[src/rtl/noc_config_sequencer.sv]
// rtl/noc_config_sequencer.sv - program-table driven configure-word sequencer for the NoC mesh
// Optional ready-timeout support is enabled by defining NOC_CFG_TIMEOUT_EN.
module noc_config_sequencer #(
   parameter int NUM_PROC = 4,
   parameter int CFG_W    = 11,
   parameter int DEPTH    = 8,
   parameter int HOLD_W   = 8,
   parameter int TMO_W    = 12
) (
   input  logic                                clock,
   input  logic                                reset,
   input  logic                                prog_we,
   input  logic [$clog2(DEPTH)-1:0]            prog_addr,
   input  logic [$clog2(NUM_PROC)-1:0]         prog_dest,
   input  logic [CFG_W-1:0]                    prog_cfg,
   input  logic [HOLD_W-1:0]                   prog_hold,
   input  logic                                prog_wait,
   input  logic [$clog2(DEPTH):0]              prog_len,
   input  logic                                start,
   input  logic [NUM_PROC-1:0]                 processor_ready_signals,
   output logic [NUM_PROC*CFG_W-1:0]           p_configure,
   output logic                                busy,
   output logic                                done,
   output logic [$clog2(DEPTH):0]              issued,
   output logic                                timeout_err
);

   localparam int AW = $clog2(DEPTH);
   localparam int PW = $clog2(NUM_PROC);
   localparam logic [AW:0]       DEPTH_L  = (AW+1)'(DEPTH);
   localparam logic [HOLD_W-1:0] HOLD_ONE = HOLD_W'(1);

   typedef enum logic [2:0] {
      ST_IDLE,
      ST_DRIVE,
      ST_GAP,
      ST_WAIT,
      ST_DONE
   } state_t;

   // Program table: plain registers, deliberately not reset so a run can be repeated after reset.
   logic [PW-1:0]     tbl_dest_q [DEPTH];
   logic [CFG_W-1:0]  tbl_cfg_q  [DEPTH];
   logic [HOLD_W-1:0] tbl_hold_q [DEPTH];
   logic              tbl_wait_q [DEPTH];

   state_t                    state_q, state_d;
   logic [NUM_PROC*CFG_W-1:0] pcfg_q, pcfg_d;
   logic                      busy_q, busy_d;
   logic                      done_q, done_d;
   logic [AW:0]               issued_q, issued_d;
   logic [AW:0]               len_q, len_d;
   logic [HOLD_W-1:0]         hold_q, hold_d;
   logic [PW-1:0]             dest_q, dest_d;
   logic                      wait_q, wait_d;

   logic                      load;
   logic                      complete;
   logic [AW-1:0]             ld_idx;
   logic [PW-1:0]             ld_dest;
   logic [CFG_W-1:0]          ld_cfg;
   logic [HOLD_W-1:0]         ld_hold;
   logic                      ld_wait;
   logic [(1<<PW)-1:0]        ready_ext;

`ifdef NOC_CFG_TIMEOUT_EN
   logic [TMO_W-1:0]          tmo_q, tmo_d, tmo_inc;
   logic                      tmo_err_q, tmo_err_d;
`endif

   always_ff @(posedge clock) begin
      if (prog_we && state_q == ST_IDLE) begin
         tbl_dest_q[prog_addr] <= prog_dest;
         tbl_cfg_q[prog_addr]  <= prog_cfg;
         tbl_hold_q[prog_addr] <= prog_hold;
         tbl_wait_q[prog_addr] <= prog_wait;
      end
   end

   assign ld_dest = tbl_dest_q[ld_idx];
   assign ld_cfg  = tbl_cfg_q[ld_idx];
   assign ld_hold = tbl_hold_q[ld_idx];
   assign ld_wait = tbl_wait_q[ld_idx];

   // Padding the ready vector to 2**PW entries makes out-of-range destinations read as not ready.
   always_comb begin
      ready_ext = '0;
      ready_ext[NUM_PROC-1:0] = processor_ready_signals;
   end

   always_comb begin
      state_d  = state_q;
      pcfg_d   = '0;
      issued_d = issued_q;
      len_d    = len_q;
      hold_d   = hold_q;
      dest_d   = dest_q;
      wait_d   = wait_q;
      load     = 1'b0;
      complete = 1'b0;
      ld_idx   = '0;
`ifdef NOC_CFG_TIMEOUT_EN
      tmo_d     = tmo_q;
      tmo_err_d = tmo_err_q;
      tmo_inc   = tmo_q + TMO_W'(1);
`endif
      case (state_q)
         ST_IDLE: begin
            if (start) begin
               issued_d = '0;
`ifdef NOC_CFG_TIMEOUT_EN
               tmo_err_d = 1'b0;
`endif
               if (prog_len == '0) begin
                  state_d = ST_DONE;
               end else begin
                  len_d = (prog_len > DEPTH_L) ? DEPTH_L : prog_len;
                  load  = 1'b1;
               end
            end
         end
         ST_DRIVE: begin
            if (hold_q <= HOLD_ONE) begin
               state_d = ST_GAP;
            end else begin
               hold_d = hold_q - HOLD_ONE;
               pcfg_d = pcfg_q;
            end
         end
         ST_GAP: begin
            if (wait_q) begin
               state_d = ST_WAIT;
`ifdef NOC_CFG_TIMEOUT_EN
               tmo_d = '0;
`endif
            end else begin
               complete = 1'b1;
            end
         end
         ST_WAIT: begin
            if (ready_ext[dest_q]) begin
               complete = 1'b1;
            end
`ifdef NOC_CFG_TIMEOUT_EN
            else if (&tmo_inc) begin
               tmo_err_d = 1'b1;
               complete  = 1'b1;
            end else begin
               tmo_d = tmo_inc;
            end
`endif
         end
         ST_DONE: begin
            state_d = ST_IDLE;
         end
         default: begin
            state_d = ST_IDLE;
         end
      endcase

      if (complete) begin
         issued_d = issued_q + 1'b1;
         if (issued_d == len_q) begin
            state_d = ST_DONE;
         end else begin
            load   = 1'b1;
            ld_idx = issued_d[AW-1:0];
         end
      end

      // Entry load: the configure word goes straight into the output register for the next cycle.
      if (load) begin
         state_d = ST_DRIVE;
         dest_d  = ld_dest;
         wait_d  = ld_wait;
         hold_d  = (ld_hold == '0) ? HOLD_ONE : ld_hold;
         for (int i = 0; i < NUM_PROC; i++) begin
            if (int'(ld_dest) == i) begin
               pcfg_d[i*CFG_W +: CFG_W] = ld_cfg;
            end
         end
      end

      busy_d = (state_d != ST_IDLE);
      done_d = (state_d == ST_DONE);
   end

   always_ff @(posedge clock or posedge reset) begin
      if (reset) begin
         state_q  <= ST_IDLE;
         pcfg_q   <= '0;
         busy_q   <= 1'b0;
         done_q   <= 1'b0;
         issued_q <= '0;
         len_q    <= '0;
         hold_q   <= '0;
         dest_q   <= '0;
         wait_q   <= 1'b0;
`ifdef NOC_CFG_TIMEOUT_EN
         tmo_q     <= '0;
         tmo_err_q <= 1'b0;
`endif
      end else begin
         state_q  <= state_d;
         pcfg_q   <= pcfg_d;
         busy_q   <= busy_d;
         done_q   <= done_d;
         issued_q <= issued_d;
         len_q    <= len_d;
         hold_q   <= hold_d;
         dest_q   <= dest_d;
         wait_q   <= wait_d;
`ifdef NOC_CFG_TIMEOUT_EN
         tmo_q     <= tmo_d;
         tmo_err_q <= tmo_err_d;
`endif
      end
   end

   assign p_configure = pcfg_q;
   assign busy        = busy_q;
   assign done        = done_q;
   assign issued      = issued_q;
`ifdef NOC_CFG_TIMEOUT_EN
   assign timeout_err = tmo_err_q;
`else
   assign timeout_err = 1'b0;
`endif

endmodule

[config.mk]
export PLATFORM = sky130hd
export DESIGN_NAME = noc_config_sequencer
export DESIGN_NICKNAME = d
export VERILOG_FILES = /design/src/rtl/noc_config_sequencer.sv
export SDC_FILE = /design/constraint.sdc
export NUM_CORES = 1
export LEC_CHECK = 0
export ABC_AREA = 1
export BUFFER_PORTS_ARGS = -buffer_cell sky130_fd_sc_hd__buf_2
export CORE_MARGIN = 2
export CORE_UTILIZATION = 60
export CTS_BUF_LIST = sky130_fd_sc_hd__clkbuf_16
export CTS_CLUSTER_SIZE = 10
export DETAILED_ROUTE_END_ITERATION = 10
export PLACE_DENSITY = 0.9
export SLEW_MARGIN = 20
export SYNTH_ARGS = -nofsm -noshare
export SYNTH_HDL_FRONTEND = slang
export SYNTH_SLANG_ARGS = --single-unit
[constraint.sdc]
create_clock -name clock -period 7.5 [get_ports clock]
set_clock_uncertainty 0.05 [all_clocks]
set_input_delay 1.125 -clock clock [delete_from_list [all_inputs] [get_ports clock]]
set_output_delay 1.125 -clock clock [all_outputs]
set_load 0.1 [all_outputs]
==> impl_metrics.toml, run 1 <==
[finish]
multi_input_area_um2 = 2940
finalNetCount = 1098
nFillCells = 1157
area_growth_pct = 12.9
drive_above_1_share_pct = 17.8
ff_latch_area_um2 = 6990

[sta]
fin_crit_ns = 4.30
period_share_pct = 57.4
setup_viol = 0
tns_ns = 0
finalHoldViolations = 0
rsz0062_at_grt = "no"
slew_violations = 0
max_freq_mhz = 232
tightest_slew_ns = 1.03
slew_headroom_pct = 31.0

[cts]
worstSkewPairLatency_ns = 0.53
clk_pin_slew_worst_paths_ns = 0.06
holdBufCountCts = 0
ctsResizeCount = 0
cts_sinks = 244
cts_tree = "done"
post_cts_buffers = 0
cts_buffers = 28
h-tree-depth = 1
cts-root-buf = "clkbuf_16"
clockBufferDepth = 3

[logic_synthesis]
syn-mean-instance-area_um2 = 10.8
synth_area_leaders = "edfxtp_1 50%, dfrtp_1 16%, nand2_1 8.8%"
yosysMostFrequentCell = "nand2_1"
synth_top_area_share_pct = 50.2
yosysTopAreaCell = "edfxtp_1"
ys.flop_type = "edfxtp_1"
synth_nets = 1016
synth_area_um2 = 10500
synthArstFlopShare_pct = 27.9
synth_cell_types = 42
ys_ff_latch = 244
yosysSeqAreaShare_pct = 66.3
synthTopCellsByCount = "247 x nand2_1, 176 x edfxtp_1, 136 x nand3_1"
netlist_instances = 976
synth_edf_count = 176
yosysWarnings = 0

[place]
hpwl_um = 14000
io_buffers = 86
place.gp.congestion = 0.866

[floorplan]
num_io_pins = 88
dieArea_um2 = 18600
dieHeight_um = 136
core_area_um2 = 17200
row_count = 48
die_w_um = 136
start_util_pct = 61.1

[route]
drt_first_iter_violations = 851
avgRoutedWirePerCell_um = 18.4
detail-route-antenna-nets = 0
vias_per_cell = 5.84
routed_wl_um = 24000
drtPass1Iterations = 5
num_vias = 7625
drc = 0

[power]
total_power_uw = 3790
leakage_uw = 0.00520
vdd_ir_drop_max_mv = 0.277
p_per_area_nw_per_um2 = 319

[global_routing]
grt_pass1_vias = 7456
grt_pass1_wl_um = 37200
gr-total-overflow = 0
grt_util_all_layers_pct = 26.1
grt_max_degree = 69
antenna_found_initial = 3

[job]
max_cap_violations = 0

[outcome]
status = "finished clean"

[setup_path]
crit_type = "reg2reg"
worstSetupStartpointType = "flip-flop"
crit_arrival_ns = 4.72
crit_required_ns = 7.91
end_kind = "flip-flop"
path_max_fanout = 44

[hold_path]
hold_path.class = "reg2reg"
-- flip-flops by register name, indices dropped and copies added, names as in the netlist --
signal	flops
tbl_wait_q	8
done	1
issued	4
tbl_dest_q	16
tbl_hold_q	64
state_q	3
dest_q	2
wait_q	1
tbl_cfg_q	88
len_q	4
busy	1
p_configure	44
hold_q	8
-- per-stage QoR --
step / utilization (%) / instances / setup slack [ns] / instance area (µm²) / hold WS [ns]
after floorplan: - / 976 / 4.11 / 10500 / 0.409
after global placement: 64.3 / 1253 / 3.35 / 11100 / 0.409
after detailed placement: 64.3 / 1253 / 3.19 / 11100 / 0.414
after CTS: 69.0 / 1303 / 3.25 / 11900 / 0.429
after global routing: 69.0 / 1305 / 2.85 / 11900 / 0.463
final: 69.0 / 1305 / 3.20 / 11900 / 0.431
-- power breakdown --
part	switching (µW)	internal (µW)	total, µW
combinational	767	195	962
clock	490	686	1180
sequential	76.2	1580	1650
-- worst paths after layout --
kind | from | endpoint | slack [ns] | cells past startpoint
min in group asynchronous | reset | len_q[3] | 0.78 | 3
worst max-delay path | issued[0] | p_configure[43] | 3.20 | 16
max in group asynchronous | reset | p_configure[17] | 6.05 | 3
worst min-delay path | p_configure[33] | p_configure[33] | 0.43 | 2
worst min register to register | p_configure[33] | p_configure[33] | 0.43 | 2
worst max register to register | issued[0] | p_configure[43] | 3.20 | 16
-- per-layer routing --
layer | GRT usage (%) | wire length [µm] | part of all wire, %
met2 | 42.0 | 11400 | 48
met3 | 5.00 | 2140 | 8.9
met1 | 33.8 | 9410 | 39
met4 | 13.9 | 1010 | 4.2
met5 | 0 | 13 | 0.054
-- worst max-delay path, stage by stage, from the launching register on --
cell	delay, ns
dfrtp_1	0.49
ha_1	0.28
inv_1	0.09
nand2_1	0.06
nand2_1	0.17
nand2_1	0.10
nand2_1	0.12
nor2_4	0.04
nand2_4	0.22
nand2_2	0.12
nor2_4	0.61
inv_2	0.57
nand3_1	0.25
nand2_2	0.30
nor2_4	0.48
nand3_1	0.15
nand2_1	0.12
-- placed cells by master, fill, tap and decap left out, types with 3 or more instances in the layout --
cell / count
nand3_2: 4
or2_1: 15
nand2_1: 247
o211ai_1: 18
buf_4: 13
inv_2: 7
or2_2: 14
a21oi_1: 27
edfxtp_1: 176
nor2_1: 41
ha_1: 3
xnor2_1: 3
nand3_1: 136
clkbuf_16: 29
inv_1: 104
dfrtp_1: 68
a21oi_2: 11
nor2_4: 4
nor2_2: 11
o221ai_1: 3
o21ai_0: 13
buf_2: 86
nand2_2: 6
nand4_1: 13
-- layout make-up --
type	count	area share, %
Inverter	91	2.87
Clock inverter	21	0.684
Tap cell	225	2.37
Clock buffer	29	6.10
Multi-Input combinational cell	594	24.7
Timing Repair Buffer	99	4.44
Sequential cell	244	58.8
Antenna cell	2	0.0421
-- cells by family after synthesis --
| kind of cell | share of synthesized area, % |
|---|---|
| fa+ha+maj | 0.356 |
| simple gates | 21.7 |
| compound gates | 5.19 |
| xor+xnor | 0.416 |
| flops | 66.3 |
| buf+inv | 6.00 |
| other cells | 0.0356 |
No activity file was read; power rests on OpenSTA's default activity.
==> inputs of run 2 (changes only) <==
CORE_UTILIZATION = 54   (was 60)
PLACE_DENSITY = 0.86   (was 0.9)
clock period = 3.6 ns   (was 7.5 ns; I/O delays follow)
==> run 2 against run 1 <==
  * Count of clock-buffer cells in the layout is the same
  * Combinational power grew 110%
  * Sequential share of layout area shrank 0.73 points
  * Critical path depth shrank 1
  * Global-route usage shrank 2.3 points
  * Worst hold slack lost 0.23 ns
  * Die area grew 11%
  * Core utilization shrank 6.5 points
  * Via count shrank 1.6%
  * Setup slack lost 2.9 ns
  * Maximum frequency grew 32%
  * Critical path type unchanged
  * Highest routed layer is now met4
==> impl_metrics.toml, run 2 (synthesis results as in run 1) <==
[route]
drtPass1Iterations = 6
routed_wl_um = 24000
drt_first_iter_violations = 813
num_vias = 7501
drc = 0
avgRoutedWirePerCell_um = 17.7
detail-route-antenna-nets = 0
vias_per_cell = 5.53

[finish]
finalNetCount = 1110
largest_reg_flops = 88
largest-register = "tbl_cfg_q"
nFillCells = 1479
drive_above_1_share_pct = 18.6
fin_cells = 1356
final_area_um2 = 12000
area_growth_pct = 14.3
layout_common_cells = "247 x nand2_1, 176 x edfxtp_1, 136 x nand3_1"
final_common_cell = "nand2_1"

[cts]
cts_tree = "done"
h-tree-depth = 1
cts-root-buf = "clkbuf_16"
worstSkewPairLatency_ns = 0.54
clockBufferDepth = 3
cts_sinks = 244
cts_buffers = 28
holdBufCountCts = 1
clk_pin_slew_worst_paths_ns = 0.06
post_cts_buffers = 0
ctsResizeCount = 0

[floorplan]
core_area_um2 = 19300
dieHeight_um = 144
die_w_um = 144
row_count = 51
start_util_pct = 54.7
num_io_pins = 88
dieArea_um2 = 20600

[sta]
rsz0062_at_grt = "no"
tns_ns = 0
fin_crit_ns = 3.26
finalHoldViolations = 0
max_freq_mhz = 307
period_share_pct = 90.6
setup_viol = 0
slew_headroom_pct = 61.8
tightest_slew_ns = 0.574
slew_violations = 0

[setup_path]
crit_type = "reg2reg"
crit_arrival_ns = 3.68
r2r_slack_ns = 0.34
worstSetupStartpointType = "flip-flop"
path_max_fanout = 24
crit_path_start = "issued[0]"
end_kind = "flip-flop"
reg2reg_from = "issued[0]"
crit_required_ns = 4.01

[hold_path]
min_from = "prog_len[3]"
hold_path.class = "in2reg"

[power]
leakage_uw = 0.00526
vdd_ir_drop_max_mv = 0.429
p_per_area_nw_per_um2 = 657

[global_routing]
gr-total-overflow = 0
antenna_found_initial = 2
grt_util_all_layers_pct = 23.8
grt_pass1_wl_um = 38300
grt_max_degree = 48
grt_pass1_vias = 7398

[place]
io_buffers = 86
dpl.cell_count = 1304
hpwl_um = 14800
place_area_um2 = 11200
place.gp.congestion = 0.888

[outcome]
status = "finished clean"

[job]
max_cap_violations = 0
run 2: worst max-delay path, cell delays in order, from the launching register on:
cell,delay (ns)
dfrtp_1,0.46
ha_1,0.38
inv_1,0.05
nand2_1,0.05
nand2_1,0.06
nor2_2,0.11
inv_2,0.06
nor2_4,0.12
nand2_4,0.16
nand3_2,0.42
o211ai_1,0.21
nand3_2,0.14
nand2_4,0.18
nor2_2,0.45
nand3_1,0.16
nand2_1,0.11
run 2: worst paths after layout:
check	end	cells after the start
min in group asynchronous	len_q[2]	3
worst max register to register	p_configure[18]	15
worst min register to register	p_configure[15]	2
worst max-delay path	p_configure[18]	15
worst min-delay path	len_q[3]	3
max in group asynchronous	p_configure[40]	4
run 2: layer usage:
metal / global-route usage, % / vias to the layer above / wire, µm
met5: 0 / - / 0
met1: 31.7 / 3568 / 9540
li1: - / 3497 / -
met4: 9.03 / 0 / 701
met3: 4.00 / 52 / 2180
met2: 39.5 / 384 / 11600
run 2: power breakdown:
part           switching (µW)  leakage (µW)  internal [µW]  total, µW
combinational            1580       0.00230            418       2000
clock                    1040      0.000465           1430       2470
sequential                157       0.00250           3290       3440
total                    2780       0.00526           5140       7920
run 2: final cells by class:
| cell class | instances | area, µm² | area share [%] |
|---|---|---|---|
| Timing Repair Buffer | 111 | 621 | 5.15 |
| Inverter | 91 | 342 | 2.84 |
| Clock inverter | 20 | 87.6 | 0.727 |
| Sequential cell | 244 | 6990 | 58.0 |
| Tap cell | 265 | 332 | 2.75 |
| Clock buffer | 29 | 726 | 6.03 |
| Antenna cell | 2 | 5.00 | 0.0416 |
| Multi-Input combinational cell | 594 | 2940 | 24.4 |
run 2: per-stage QoR:
step	total power, µW	hold WS [ns]	setup WS (ns)	utilization (%)
global placement	5430	0.409	0.514	58.2
global route	8250	0.204	0.120	62.5
finish	7920	0.204	0.338	62.5
floorplan	5060	0.409	0.556	-
detailed placement	5470	0.411	0.409	58.2
CTS	7930	0.186	0.367	62.5
